### src/rtl/mimo_phase_sequencer.sv
// mimo_phase_sequencer
//
// Steps a phase index through NUM_PHASES phases. Each phase is held for
// dwell_len+1 cycles. The index ascends or descends, and the block runs one
// pass or loops continuously. All outputs come straight from registers.
//
// Ports
//   clk          : single clock, rising edge
//   reset        : synchronous, active-high reset
//   start        : begin a sequence (only looked at in IDLE)
//   stop         : abort back to IDLE; beats expiry and advance
//   mode_oneshot : 1 = one pass then IDLE, 0 = loop (latched at start)
//   dir_down     : 0 = ascend, 1 = descend (latched at start)
//   dwell_len    : phase length minus one (sampled at every phase entry)
//   phase        : current phase index
//   busy         : high while in RUN
//   phase_start  : one-cycle pulse in the first cycle of each phase
//   seq_done     : one-cycle pulse when a full pass completes
//   state_dbg    : current FSM state (0 = IDLE, 1 = RUN) for observation
//
// Handshake: start and stop are level-sampled request inputs, with no ready
// return. A start is accepted on any edge where the block is IDLE, start=1
// and stop=0. Starts seen in RUN are dropped.
module mimo_phase_sequencer #(
    parameter int NUM_PHASES = 3,
    parameter int DWELL_W    = 8,
    localparam int PH_W      = (NUM_PHASES > 1) ? $clog2(NUM_PHASES) : 1
) (
    input  logic               clk,
    input  logic               reset,
    input  logic               start,
    input  logic               stop,
    input  logic               mode_oneshot,
    input  logic               dir_down,
    input  logic [DWELL_W-1:0] dwell_len,
    output logic [PH_W-1:0]    phase,
    output logic               busy,
    output logic               phase_start,
    output logic               seq_done,
    output logic               state_dbg
);

    localparam logic [PH_W-1:0] LAST_PH = PH_W'(NUM_PHASES - 1);

    typedef enum logic {
        IDLE = 1'b0,
        RUN  = 1'b1
    } state_t;

    state_t             state_q, state_d;
    logic [PH_W-1:0]    phase_q, phase_d;
    logic [DWELL_W-1:0] cnt_q, cnt_d;
    logic               ps_q, ps_d;
    logic               sd_q, sd_d;
    logic               oneshot_q, oneshot_d;
    logic               down_q, down_d;

    // Pass boundaries for the latched direction.
    logic [PH_W-1:0]    first_ph;
    logic [PH_W-1:0]    last_ph;

    // State register.
    always_ff @(posedge clk) begin
        if (reset) begin
            state_q   <= IDLE;
            phase_q   <= '0;
            cnt_q     <= '0;
            ps_q      <= 1'b0;
            sd_q      <= 1'b0;
            oneshot_q <= 1'b0;
            down_q    <= 1'b0;
        end else begin
            state_q   <= state_d;
            phase_q   <= phase_d;
            cnt_q     <= cnt_d;
            ps_q      <= ps_d;
            sd_q      <= sd_d;
            oneshot_q <= oneshot_d;
            down_q    <= down_d;
        end
    end

    // Next-state logic. It also computes the next value of every
    // registered output.
    always_comb begin
        state_d   = state_q;
        phase_d   = phase_q;
        cnt_d     = cnt_q;
        ps_d      = 1'b0;
        sd_d      = 1'b0;
        oneshot_d = oneshot_q;
        down_d    = down_q;
        first_ph  = down_q ? LAST_PH : '0;
        last_ph   = down_q ? '0 : LAST_PH;

        case (state_q)
            IDLE: begin
                phase_d = '0;
                cnt_d   = '0;
                if (start && !stop) begin
                    state_d   = RUN;
                    oneshot_d = mode_oneshot;
                    down_d    = dir_down;
                    // Use the raw input here: down_q does not hold the new
                    // direction until after this edge.
                    phase_d   = dir_down ? LAST_PH : '0;
                    cnt_d     = dwell_len;
                    ps_d      = 1'b1;
                end
            end
            RUN: begin
                if (stop) begin
                    state_d = IDLE;
                    phase_d = '0;
                    cnt_d   = '0;
                end else if (cnt_q == '0) begin
                    if (phase_q == last_ph) begin
                        sd_d = 1'b1;
                        if (oneshot_q) begin
                            state_d = IDLE;
                            phase_d = '0;
                        end else begin
                            phase_d = first_ph;
                            cnt_d   = dwell_len;
                            ps_d    = 1'b1;
                        end
                    end else begin
                        // The wrap case is taken by the last-phase branch
                        // above, so a plain +/-1 is enough here.
                        phase_d = down_q ? (phase_q - PH_W'(1)) : (phase_q + PH_W'(1));
                        cnt_d   = dwell_len;
                        ps_d    = 1'b1;
                    end
                end else begin
                    cnt_d = cnt_q - DWELL_W'(1);
                end
            end
            default: begin
                state_d = IDLE;
                phase_d = '0;
                cnt_d   = '0;
            end
        endcase
    end

    // Output logic. Every output is a direct copy of a register.
    always_comb begin
        phase       = phase_q;
        busy        = (state_q == RUN);
        phase_start = ps_q;
        seq_done    = sd_q;
        state_dbg   = state_q;
    end

endmodule
### config.mk
export PLATFORM = sky130hd
export DESIGN_NAME = mimo_phase_sequencer
export DESIGN_NICKNAME = d
export VERILOG_FILES = /design/src/rtl/mimo_phase_sequencer.sv
export SDC_FILE = /design/constraint.sdc
export NUM_CORES = 1
export LEC_CHECK = 0
export ABC_AREA = 0
export ABC_CLOCK_PERIOD_IN_PS = 2600
export CORE_MARGIN = 2
export CORE_UTILIZATION = 25
export DETAILED_ROUTE_END_ITERATION = 12
export PLACE_DENSITY = 0.54
export RECOVER_POWER = 25
export SLEW_MARGIN = 20
export SYNTH_ARGS = -nofsm -noshare
export SYNTH_HDL_FRONTEND = slang
export SYNTH_SLANG_ARGS = --single-unit
export TNS_END_PERCENT = 50
### constraint.sdc
create_clock -name clk -period 2.6 [get_ports clk]
set_input_delay 0.52 -clock clk [delete_from_list [all_inputs] [get_ports clk]]
set_output_delay 0.52 -clock clk [all_outputs]
set_load 0.1 [all_outputs]
==> Yosys cells after proc, flatten, opt, wreduce, memory -nomap -nowiden <==
Cells that the tools add are included.
{ "totals": {"out_inout_bits": 6, "regBits": 15} }
{ "classes": {"mux": 26, "n_bitwise": 2, "add_sub_neg": 3, "eq_ne": 3, "n_reduce_logical": 5} }
{ "ops": {"columns": ["cell", "count"], "rows": [
  ["8-bit two-way mux", 5],
  ["2-bit two-way mux", 9],
  ["8-bit one-hot mux with 2 select lines", 1],
  ["8-bit zero test", 1],
  ["1-bit two-way mux", 8],
  ["8-bit by 1-bit subtractor with 8-bit output, second input constant", 1],
  ["5-bit inequality test, second input constant", 1],
  ["1-bit one-hot mux with 2 select lines", 2],
  ["2-bit one-hot mux with 2 select lines", 1],
  ["4-bit OR reduction", 1],
  ["3-bit by 2-bit inequality test with 1-bit output, second input constant", 1],
  ["2-bit by 1-bit adder with 2-bit output, second input constant", 1],
  ["2-bit equality test", 1],
  ["1-bit inverter", 2],
  ["2-bit AND reduction", 1],
  ["2-bit by 1-bit subtractor with 2-bit output, second input constant", 1],
  ["1-bit logical AND", 1],
  ["1-bit zero test", 1]
]} }

==> Logic depth before layout (Yosys ltp) <==
{ "depth": {"word_depth": 6, "mapped_depth": 7} }

==> Worst setup path before layout <==
No wires, ideal clock.
{ "synth_path": {"path_type": "register to register", "start": "register phase_q[1], in the netlist phase[1]", "end": "register cnt_q[5]", "path_slack_ps": 311, "arrival_ps": 2228, "setup_ps": 61, "n_path_buf": 1, "path_stages_with_launch": 8, "path_cell_list": "dfxtp_1 xor2_1 ha_1 and2_1 and4_1 buf_4 nor3_2 a32o_1"} }
{ "synth_between": {"elab_chain_cells": 5, "elab_cells_between_ends": 6, "cone_classes": "eq/ne (2); mux (4)"} }
{ "synth_rtl": {"columns": ["element", "line", "source"], "rows": [
  ["start, declared", "51", "logic [PH_W-1:0] phase_q, phase_d;"],
  ["start signal, assigned", "74", "phase_q <= phase_d;"],
  ["2-bit equality test (*)", "117", "if (phase_q == last_ph) begin"],
  ["8-bit two-way mux", "117", null],
  ["8-bit two-way mux", "116", "end else if (cnt_q == '0) begin"],
  ["8-bit two-way mux", "112", "if (stop) begin"],
  ["8-bit one-hot mux with 2 select lines", "96", "case (state_q)"],
  ["end signal, assigned", "75", "cnt_q <= cnt_d;"],
  ["end, declared", "52", "logic [DWELL_W-1:0] cnt_q, cnt_d;"]
]} }
Every way passes the cells marked *; elsewhere a longest branch is shown, timed or not.
A chain may end at the register's enable or synchronous reset.

==> Worst setup path after layout <==
{ "layout_path": {"start": "register phase_q[0], in the netlist phase[0]", "end": "output phase[0]"} }
{ "layout_rtl": {"columns": ["element", "line", "source"], "rows": [
  ["end, declared", "36", "output logic [PH_W-1:0] phase,"]
]} }
No word-level cell between the ends.

==> run summary <==
Status: finished clean
Net count after synthesis: 107
Share of the yosys chip area belonging to registers: 36.2%
Critical Path Sink Type: primary output
Initial antenna violation count: 0
Crit path kind: register to primary output
CTS max path bufs: 2
Register bit total from synthesis: 15
Number of flops mapped to enable cells by yosys: 0
Via Count: 695
Worst path required time: 2.08 ns
Die Ht: 61.6 microns
Sequence of cells on the critical path: clkbuf_1
DRT Wirelength: 1890 microns
Final ANT Viol Nets: 0
RSZ-0062 raised after global routing: no
Cts bufs inserted: 3
Sink Count: 15
CTS tree: built
Gate count after technology mapping: 89
Min-delay worst type: register to register
Hold-fix buffers at CTS: 0
Initial Util: 26.7%
Layout Nets: 130
Max-Cap Viols: 0
Avg Vias per Cell: 4.48
Die footprint: 3800 sq um
Total negative slack: 0 ns
Wirelength per Cell: 12.2 microns
Cell variety after synth: 33
First-pass GRT wire length: 3000 microns
Mapped Area: 830 sq um
Clock slew at reported path FFs: 0.09 ns
Fin crit period: 2.03 ns
Post-CTS Setup Bufs: 0
Leakage power: 0.399 nW
Diode count: 0
Root buffer cell: clkbuf_4
Pwr per Cell Area: 513 nW/um^2
Syn Area/Cell: 9.32 sq um
Layout cells sized above 1: 12.6%
Tot GR Track Use: 11.2%
Fin area: 1070 sq um
Area after DPL: 1060 sq um
Slew Limit Headroom: 22.6%
TritonRoute pass-1 iters: 4
Grt total ovfl: 0
Final hold vios: 0
Area Growth Syn to Fin: 28.7%
Buffers and inverters on the worst path: 1
# IOs: 20
Clock Latency Late Sink: 0.29 ns
Syn. warnings: 0
Clock Skew: 0.00579 ns
Largest fanout on the critical path: 3
Highest clock rate: 492 MHz
CP peak stage delay: 0.87 ns
Maximum vdd drop: 177 uV
DR top layer: met4
Critical Path Start Type: register
H-tree depth: 1
Top FF cell, synth: dfxtp_1
Core Area: 3100 sq um
CTS resizes: 0
DPL Wire Length: 1380 microns
# setup viols final: 0
Worst path arrival time: 1.51 ns
Die X: 61.6 microns
Final worst-path cycle share: 78.2%
Pins over their slew limit: 0
Async SR Flop Fraction: 0%
Largest net degree at the start of global routing: 14
Row count: 20
Critical Path Slowest Stage Cell: clkbuf_1
GP Congestion: 0.788
Worst-margin pin slew: 1.17 ns
Metal2 WL: 716 microns
Initial drt markers: 14
Vias in the first global route: 664
Residual DRC: 0
IO buf count: 19
Cell family with most CP delay: buffers and inverters
Met3 WL: 103 microns
WL met1: 1020 microns
## final timing paths
kind            start        to  slack [ns]  cells past startpoint
min reg2reg  phase[1]  phase[1]        0.50                      2
max reg2reg  cnt_q[0]  cnt_q[5]        0.74                      6
max          phase[0]  phase[0]        0.57                      1
min          phase[1]  phase[1]        0.50                      2
## sequential cells by signal, indices dropped and copies added, names as in the netlist
name / flops
cnt_q: 8
phase_start: 1
busy: 1
down_q: 1
phase: 2
seq_done: 1
oneshot_q: 1
## layout by cell type (no fill, tap or decap), types with 2 or more instances in the layout
cell,n
dfxtp_1,15
inv_1,7
clkbuf_4,3
clkdlybuf4s50_1,13
a31oi_1,2
o2bb2ai_1,3
nor3b_1,4
xor2_1,4
nor3_1,4
nand2_1,3
nand2b_1,4
ha_1,4
nor2_1,7
mux2i_1,4
clkbuf_1,5
buf_4,4
a22oi_1,3
a21oi_1,5
## power by group
| part | switching [mW] | internal [mW] | leakage [nW] |
|---|---|---|---|
| Clock | 0.0797 | 0.0597 | 0.0150 |
| Sequential | 0.0114 | 0.241 | 0.122 |
| Combinational | 0.0900 | 0.0656 | 0.262 |
| Total | 0.181 | 0.366 | 0.399 |
## synth_stat cells, types with 2 or more instances
cell	count	area [sq um]
o2bb2ai_1	3	26.3
a21oi_1	5	25.0
nor2_1	7	26.3
ha_1	4	50.1
inv_1	7	26.3
mux2i_1	4	40.0
xor2_1	4	35.0
a31oi_1	2	12.5
buf_4	2	15.0
nand2_1	3	11.3
a22oi_1	3	22.5
dfxtp_1	15	300
nor3b_1	4	30.0
nor3_1	4	20.0
nand2b_1	4	25.0
## stage by stage
step | setup WS [ns] | instances | utilization (%) | power (mW) | hold slack, ns
2_1_floorplan | 0.311 | 89 | - | 0.368 | 0.465
4_1_cts | 0.712 | 155 | 34.9 | 0.551 | 0.513
3_3_place_gp | 0.434 | 151 | 34.0 | 0.414 | 0.493
6_report | 0.568 | 155 | 34.4 | 0.547 | 0.504
3_5_place_dp | 0.394 | 151 | 34.0 | 0.414 | 0.499
5_1_grt | 0.501 | 155 | 34.4 | 0.577 | 0.528
## logic make-up (layout without fill, tap and decap cells)
family	Yosys count	in the layout	share of synthesized area, %
AOI/OAI and AO/OA	20	20	18.1
DFF	15	15	36.2
adders and majority gates	4	4	6.03
buffers and inverters	10	32	5.43
and+or+nand+nor	32	32	25.2
muxes	4	4	4.83
xor gates and xnor gates	4	4	4.22
## final cells by class
cell class	count	area, sq um
fillers	350	2040
well taps	44	55.1
flip-flops and latches	15	300
multi-input cells	64	484
clock buffers	4	26.3
inverters	7	26.3
repair buffers	21	175
## routing by layer
layer,vias to the layer above,global-route usage [%]
met5,-,0
met4,0,7.90
met3,5,3.36
met2,22,14.7
met1,300,15.5
li1,368,-
Power figures use the tool's default switching activity.
